$ cat src/rtl/muldiv_hilo_sequencer.sv
// Multi-cycle radix-2 multiply / restoring divide engine that owns the HI/LO
// registers and interlocks the EX stage while an operation is in flight.
module muldiv_hilo_sequencer #(
  parameter int unsigned WIDTH = 32
) (
  input  logic             clk,
  input  logic             rst,
  input  logic             start,
  input  logic [3:0]       con,
  input  logic [WIDTH-1:0] op_a,
  input  logic [WIDTH-1:0] op_b,
  input  logic             hilo_rd,
  input  logic             hilo_sel,
  output logic [WIDTH-1:0] hilo_out,
  output logic             busy,
  output logic             stall,
  output logic             done,
  output logic             div_zero
);

  localparam int unsigned CW = (WIDTH > 1) ? $clog2(WIDTH) : 1;

  localparam logic [1:0] S_IDLE = 2'd0;
  localparam logic [1:0] S_RUN  = 2'd1;
  localparam logic [1:0] S_FIX  = 2'd2;

  logic [1:0]       state_q, state_d;
  logic [CW-1:0]    cnt_q, cnt_d;
  logic             is_div_q, is_div_d;
  logic             neg_q, neg_d;
  logic             rem_neg_q, rem_neg_d;
  logic             dz_q, dz_d;
  logic [WIDTH-1:0] mcand_q, mcand_d;
  logic [WIDTH-1:0] acc_hi_q, acc_hi_d;
  logic [WIDTH-1:0] acc_lo_q, acc_lo_d;
  logic [WIDTH-1:0] hi_q, hi_d;
  logic [WIDTH-1:0] lo_q, lo_d;

  logic             accept;
  logic             a_neg, b_neg;
  logic [WIDTH-1:0] a_mag, b_mag;
  logic [WIDTH:0]   mul_sum;
  logic [WIDTH:0]   div_shift;
  logic             div_ge;
  logic [WIDTH-1:0] div_rem;
  logic [2*WIDTH-1:0] prod;

  // Status and interlock decode straight from the state flops.
  assign busy     = (state_q != S_IDLE);
  assign done     = (state_q == S_FIX);
  assign div_zero = (state_q == S_FIX) & dz_q;
  assign stall    = busy & (start | hilo_rd);
  assign hilo_out = hilo_sel ? lo_q : hi_q;

  always_comb begin
    state_d   = state_q;
    cnt_d     = cnt_q;
    is_div_d  = is_div_q;
    neg_d     = neg_q;
    rem_neg_d = rem_neg_q;
    dz_d      = dz_q;
    mcand_d   = mcand_q;
    acc_hi_d  = acc_hi_q;
    acc_lo_d  = acc_lo_q;
    hi_d      = hi_q;
    lo_d      = lo_q;

    accept = start & (con[3:2] == 2'b11);
    a_neg  = con[1] & op_a[WIDTH-1];
    b_neg  = con[1] & op_b[WIDTH-1];
    a_mag  = a_neg ? (~op_a + WIDTH'(1)) : op_a;
    b_mag  = b_neg ? (~op_b + WIDTH'(1)) : op_b;

    // Multiply step: conditionally add multiplicand, shift product right.
    mul_sum = {1'b0, acc_hi_q} + (acc_lo_q[0] ? {1'b0, mcand_q} : (WIDTH+1)'(0));

    // Divide step: shift dividend bit into remainder, subtract if it fits.
    div_shift = {acc_hi_q, acc_lo_q[WIDTH-1]};
    div_ge    = (div_shift >= {1'b0, mcand_q});
    div_rem   = div_ge ? (div_shift[WIDTH-1:0] - mcand_q) : div_shift[WIDTH-1:0];

    prod = {acc_hi_q, acc_lo_q};
    if (neg_q) prod = ~prod + (2*WIDTH)'(1);

    case (state_q)
      S_IDLE: begin
        if (accept) begin
          is_div_d  = con[0];
          neg_d     = a_neg ^ b_neg;
          rem_neg_d = a_neg;
          cnt_d     = '0;
          acc_hi_d  = '0;
          if (con[0]) begin
            mcand_d  = b_mag;
            acc_lo_d = a_mag;
          end else begin
            mcand_d  = a_mag;
            acc_lo_d = b_mag;
          end
          // Divide by zero skips iteration; result is staged for FIX.
          if (con[0] && (op_b == '0)) begin
            dz_d     = 1'b1;
            acc_hi_d = op_a;
            acc_lo_d = '1;
            state_d  = S_FIX;
          end else begin
            dz_d    = 1'b0;
            state_d = S_RUN;
          end
        end
      end
      S_RUN: begin
        if (is_div_q) begin
          acc_hi_d = div_rem;
          acc_lo_d = {acc_lo_q[WIDTH-2:0], div_ge};
        end else begin
          acc_hi_d = mul_sum[WIDTH:1];
          acc_lo_d = {mul_sum[0], acc_lo_q[WIDTH-1:1]};
        end
        if (cnt_q == CW'(WIDTH-1)) begin
          cnt_d   = '0;
          state_d = S_FIX;
        end else begin
          cnt_d = cnt_q + CW'(1);
        end
      end
      S_FIX: begin
        if (dz_q) begin
          hi_d = acc_hi_q;
          lo_d = acc_lo_q;
        end else if (is_div_q) begin
          lo_d = neg_q     ? (~acc_lo_q + WIDTH'(1)) : acc_lo_q;
          hi_d = rem_neg_q ? (~acc_hi_q + WIDTH'(1)) : acc_hi_q;
        end else begin
          hi_d = prod[2*WIDTH-1:WIDTH];
          lo_d = prod[WIDTH-1:0];
        end
        state_d = S_IDLE;
      end
      default: state_d = S_IDLE;
    endcase
  end

  always_ff @(posedge clk or posedge rst) begin
    if (rst) begin
      state_q   <= S_IDLE;
      cnt_q     <= '0;
      is_div_q  <= 1'b0;
      neg_q     <= 1'b0;
      rem_neg_q <= 1'b0;
      dz_q      <= 1'b0;
      mcand_q   <= '0;
      acc_hi_q  <= '0;
      acc_lo_q  <= '0;
      hi_q      <= '0;
      lo_q      <= '0;
    end else begin
      state_q   <= state_d;
      cnt_q     <= cnt_d;
      is_div_q  <= is_div_d;
      neg_q     <= neg_d;
      rem_neg_q <= rem_neg_d;
      dz_q      <= dz_d;
      mcand_q   <= mcand_d;
      acc_hi_q  <= acc_hi_d;
      acc_lo_q  <= acc_lo_d;
      hi_q      <= hi_d;
      lo_q      <= lo_d;
    end
  end

endmodule

$ cat config.mk
export PLATFORM = sky130hd
export DESIGN_NAME = muldiv_hilo_sequencer
export DESIGN_NICKNAME = d
export VERILOG_FILES = /design/src/rtl/muldiv_hilo_sequencer.sv
export SDC_FILE = /design/constraint.sdc
export NUM_CORES = 1
export LEC_CHECK = 0
export BUFFER_PORTS_ARGS = -buffer_cell sky130_fd_sc_hd__buf_2
export CAP_MARGIN = 20
export CORE_MARGIN = 2
export CORE_UTILIZATION = 38
export DETAILED_ROUTE_END_ITERATION = 6
export PLACE_DENSITY = 0.61
export SLEW_MARGIN = 5
export SYNTH_ARGS = -nofsm -noshare
export SYNTH_HDL_FRONTEND = slang
export SYNTH_SLANG_ARGS = --single-unit
$ cat constraint.sdc
create_clock -name clk -period 7.2 [get_ports clk]
set_clock_uncertainty 0.2 [all_clocks]
set_input_delay 0.72 -clock clk [delete_from_list [all_inputs] [get_ports clk]]
set_output_delay 0.72 -clock clk [all_outputs]
set_load 0.02 [all_outputs]
==> flow_summary.ini, run 1 <==
[logic_synthesis]
avgSynthCellArea_um2 = 7.85
synth_common_cells = o21ai_0 (216), nand2_1 (205), nor2_1 (189)
yosysSeqAreaShare_pct = 28.6
synth_seq_cells = 171
synth_area_mm2 = 0.0150
synth_cells = 1907
synth_area_leaders = dfrtp_1 (29%), o21ai_0 (7.2%), ha_1 (5.9%)
synth_edf_count = 0
synth.distinct_cells = 73
yosysTopAreaCellShare_pct = 28.6
yosys.cell_count.top_type = o21ai_0
synthArstFlopShare_pct = 100
yosysWarnings = 0
yosys_most_used_dff = dfrtp_1
synth_top_area_cell = dfrtp_1
synth_nets = 2052

[cts]
cts_tree = yes
ctsRootBufferMaster = clkbuf_16
cts-resized-gates = 0
cts.path.max_buffers = 2
htreeDepth = 4
clock-sinks = 171
clk_latency_ns = 0.47
post_cts_buffers = 0
hold_buffers = 0
cts.reportedPaths.clkPinSlew_ns = 0.08
cts_made_buffers = 17

[worst_setup_path]
cp.required_ns = 7.34
worstPathCellList = clkinv_1 > buf_4 > nor2_1 > fa_1 > a211oi_1 > o21ai_0 > o211ai_1 > a21boi_0 > nor2_1 > o21ba_2 > nand2b_1 > xnor2_1 > a221oi_1
critPathMaxStageDelay_ns = 0.64
criticalPathCategory = register to register
r2r-start = acc_lo_q[0]
slowest_stage = clkinv_1
setup.worst_path.start_class = register
critPathLaunch = acc_lo_q[0]
crit_path_end_kind = register
crit_fanout = 19
arrival_ns = 5.08
critPathTopFamily = compound AO/OA/AOI/OAI gates
crit_buf_inv = 2
crit_path_frequent_cell = nor2_1

[cells_and_area]
utilization_pct = 42.5
layout-drive-gt1-share_pct = 11.4
final_nets = 2077
area_growth_pct = 9.90
fin_cells = 2464
stdcell_area_mm2 = 0.0165

[drt]
drtIter0Drc = 1587
drc_errors = 0
wl_per_cell_um = 23.3
routed_wl_um = 57300
first_pass_iters = 6
routed_via_density = 6.03
antenna_left = 0
vias = 14900

[global_routing]
grt_pass1_vias = 13600
grt-ovfl-total = 0
antenna_found_initial = 4
grt_pass1_wl_um = 86200
grt_usage_pct = 27.7
grt_max_degree = 92

[floorplanning]
die-area_mm2 = 0.0410
start_util_pct = 38.6
fp.coreArea_mm2 = 0.0387
die_y_um = 202
num_rows = 72
ios = 109
fp.dieW_um = 202

[power_and_ir_drop]
p_int_mw = 4.18
switching_power_mw = 4.73
power_frac_comb_pct = 66.4
worst_ir_drop_vdd_v = 0.000260
pwr-share-seq_pct = 22.7
power_density_mw_per_mm2 = 542
leakagePower_nw = 6.95
p_sw_share_pct = 53.1
p_total_mw = 8.91
pwr-share-clk_pct = 10.9

[sta]
rsz0062_at_grt = no
fin_crit_sh_pct = 68.5
final-setup-viol-count = 0
fin_crit_ns = 4.93
report.final.slew_viol_count = 0
tns_ns = 0
worst_pin_slew_ns = 1.14
hold_viol = 0
max_freq_ghz = 0.203
relSlewSlack_pct = 23.8

[flow_run]
max_cap_violations = 0

[placed_design]
placed_cells = 2431
dp_hpwl_um = 44300
io_buffers = 108
dpl_cell_area_mm2 = 0.0159
gp_congestion = 0.947

[hold_path]
min_path_type = input pin to asynchronous set/reset pin

[status]
status = finished, final reports clean
## flip-flops by register name, indices dropped and copies added (netlist names)
| name | flops |
|---|---|
| acc_hi_q | 32 |
| acc_lo_q | 32 |
| hi_q | 32 |
| lo_q | 32 |
| mcand_q | 32 |
| cnt_q | 5 |
| state_q | 2 |
| dz_q | 1 |
| is_div_q | 1 |
| neg_q | 1 |
| rem_neg_q | 1 |
## placed cells by master (no fill, tap or decap), drive strengths merged, types with 23 or more instances in the layout
| cell type | Yosys | layout |
|---|---|---|
| a211oi | 23 | 23 |
| a21o | 28 | 28 |
| a21oi | 156 | 156 |
| a221oi | 32 | 32 |
| buf | 18 | 126 |
| dfrtp | 171 | 171 |
| ha | 70 | 70 |
| inv | 66 | 75 |
| mux2 | 36 | 36 |
| mux2i | 49 | 49 |
| nand2 | 205 | 205 |
| nand3 | 23 | 23 |
| nor2 | 189 | 189 |
| nor3 | 43 | 43 |
| o21ai | 219 | 219 |
| xnor2 | 100 | 100 |
| xor2 | 77 | 77 |
## path summary, 6_finish.rpt
path	end	slack [ns]	depth (start not counted)
max in group asynchronous	is_div_q	5.43	3
hold / removal	hi_q[9]	0.08	2
min in group clk	lo_q[31]	0.27	2
hold reg to reg	lo_q[31]	0.27	2
setup reg to reg	acc_hi_q[27]	2.27	13
setup / recovery	acc_hi_q[27]	2.27	13
## layout make-up
type	count	area (um2)
Clock inverter	13	146
Timing Repair Buffer	126	676
Tap cell	518	648
Fill cell	4011	22300
Inverter	67	256
Sequential cell	171	4280
Clock buffer	19	443
Multi-Input combinational cell	1549	10000
Antenna cell	1	2.50
## layer usage
| layer | routed length, um | global-route usage, % | vias up |
|---|---|---|---|
| li1 | - | - | 6951 |
| met1 | 25700 | 39.2 | 7182 |
| met2 | 25200 | 42.6 | 637 |
| met3 | 4440 | 4.98 | 86 |
| met4 | 2000 | 9.65 | 0 |
| met5 | 0 | 0 | - |
## power groups by stage
stage / Sequential, mW / Clock (mW) / Combinational (mW)
after floorplan: 1.67 / 0 / 4.37
after global placement: 2.00 / 0 / 5.80
after detailed placement: 2.01 / 0 / 5.79
after CTS: 1.99 / 0.979 / 5.83
after global routing: 2.07 / 1.02 / 6.48
final: 2.02 / 0.972 / 5.92
## stage by stage
step	hold slack (ns)	worst slack (ns)
6_report	0.0778	2.27
5_1_grt	0.103	2.00
4_1_cts	0.0959	2.34
3_5_place_dp	0.265	2.35
3_3_place_gp	0.257	2.39
2_1_floorplan	0.243	1.65
## logic make-up after synthesis
logic type	share of synthesized area, %
XOR/XNOR	10.4
flip-flops	28.6
adder cells (fa/ha/maj)	6.12
buffers and inverters	4.80
AND/OR/NAND/NOR	18.5
multiplexers	5.98
AO/OA/AOI/OAI	25.6
(Power assumes the default switching activity.)
==> inputs of run 2 (changes only) <==
==> constraint.sdc (replaced) <==
create_clock -name clk -period 5 [get_ports clk]
set_clock_uncertainty 0.2 [all_clocks]
set_input_delay 0.5 -clock clk [delete_from_list [all_inputs] [get_ports clk]]
set_output_delay 0.5 -clock clk [all_outputs]
set_load 0.02 [all_outputs]
==> run 2 against run 1 <==
Utilization increased by 0.41 points; count of clock-buffer cells in the layout decreased by 1; cell count increased by 0.61%; sequential cell count unchanged; worst setup slack got worse by 1.6 ns; combinational power increased by 46%; sequential share of layout area decreased by 0.25 points; first-iteration DRC count decreased by 8.9%; via count increased by 0.20%; power increased by 45%; die area unchanged; non-clock buffer count increased by 16; critical path type unchanged; critical endpoint is now acc_hi_q[7].
==> flow_summary.ini, run 2 (synthesized netlist as in run 1, its figures left out) <==
[sta]
max_freq_ghz = 0.228
relSlewSlack_pct = 33.5
fin_crit_ns = 4.38
rsz0062_at_grt = no
final-setup-viol-count = 0
worst_pin_slew_ns = 0.998
tns_ns = 0
report.final.slew_viol_count = 0
fin_crit_sh_pct = 87.6
hold_viol = 0

[floorplanning]
fp.dieW_um = 202
die-area_mm2 = 0.0410
ios = 109
num_rows = 72
die_y_um = 202
start_util_pct = 38.6
fp.coreArea_mm2 = 0.0387

[power_and_ir_drop]
leakagePower_nw = 7.03
power_frac_comb_pct = 67.2
power_density_mw_per_mm2 = 776
switching_power_mw = 6.79
p_sw_share_pct = 52.7
p_int_mw = 6.10
pwr-share-clk_pct = 11.0
p_total_mw = 12.9
pwr-share-seq_pct = 21.8
worst_ir_drop_vdd_v = 0.000325

[drt]
routed_wl_um = 56800
routed_via_density = 6.00
drtIter0Drc = 1445
drc_errors = 0
vias = 14900
antenna_left = 0
wl_per_cell_um = 22.9
first_pass_iters = 6

[cts]
clk_latency_ns = 0.47
cts.reportedPaths.clkPinSlew_ns = 0.09
hold_buffers = 0
cts_made_buffers = 17
htreeDepth = 4
cts-resized-gates = 0
ctsRootBufferMaster = clkbuf_16
clock-sinks = 171
cts.path.max_buffers = 2
post_cts_buffers = 0
cts_tree = yes

[global_routing]
grt-ovfl-total = 0
grt_usage_pct = 27.7
antenna_found_initial = 0
grt_max_degree = 172
grt_pass1_wl_um = 86500
grt_pass1_vias = 14000

[cells_and_area]
fin_cells = 2479
layout-drive-gt1-share_pct = 12.0
diodes = 0
utilization_pct = 42.9
mostFrequentLayoutCell = o21ai_0
final_cell_mix = o21ai_0 (216), nand2_1 (205), nor2_1 (188)
final_nets = 2093
area_growth_pct = 11.0
stdcell_area_mm2 = 0.0166

[placed_design]
dpl_cell_area_mm2 = 0.0160
gp_congestion = 0.963
placed_cells = 2446
dp_hpwl_um = 43500
io_buffers = 108

[hold_path]
min_path_type = input pin to asynchronous set/reset pin

[status]
status = finished, final reports clean

[flow_run]
max_cap_violations = 0

[worst_setup_path]
criticalPathCategory = register to register
setup.worst_path.start_class = register
cp.required_ns = 5.15
arrival_ns = 4.52
crit_fanout = 40
crit_path_end_kind = register
run 2: worst paths after layout:
kind	start	end	slack, ns	cells past startpoint
min in group clk	op_a[9]	acc_hi_q[9]	0.18	3
worst max register to register	acc_hi_q[3]	acc_hi_q[7]	0.62	11
worst min register to register	lo_q[4]	lo_q[4]	0.28	2
max in group asynchronous	rst	is_div_q	3.74	3
worst min-delay path	rst	hi_q[8]	0.11	3
worst max-delay path	acc_hi_q[3]	acc_hi_q[7]	0.62	11
run 2: area by class of cell:
class	count	area, um2
multi-input combinational	1549	10000
timing repair buffer	142	828
sequential	171	4280
clock inverter	14	173
fill	4020	22100
clock buffer	18	429
inverter	67	255
tap	518	648
run 2: per-layer routing:
layer	part of all wire [%]	routed length (um)	GRT usage, %	up-vias
met2	43	24600	41.9	655
met5	0	0	0	-
met4	4.8	2750	13.3	0
met1	45	25500	38.8	7125
met3	6.7	3810	3.79	121
li1	-	-	-	6984
run 2: power groups by stage:
stage               logic, mW  registers [mW]  clock network, mW
floorplan                6.29            2.41                  0
global placement         8.44            2.78                  0
detailed placement       8.46            2.81                  0
CTS                      8.51            2.78               1.43
global route             9.50            2.87               1.49
finish                   8.67            2.81               1.42
run 2: per-stage QoR:
step | hold slack [ns] | setup slack (ns)
2_1_floorplan | 0.243 | 1.71
6_report | 0.114 | 0.622
5_1_grt | 0.185 | 0.391
4_1_cts | 0.169 | 0.715
3_5_place_dp | 0.265 | 0.769
3_3_place_gp | 0.258 | 0.951
run 2: critical path, stage by stage (launching register included):
cell	delay (ns)
dfrtp_1	0.59
ha_1	0.37
a21o_1	0.20
a31oi_1	0.27
a2111oi_0	0.17
nor4_1	0.67
o21ai_1	0.40
a31oi_4	0.43
buf_12	0.27
mux2i_1	0.26
a21oi_1	0.10
a211o_1	0.29
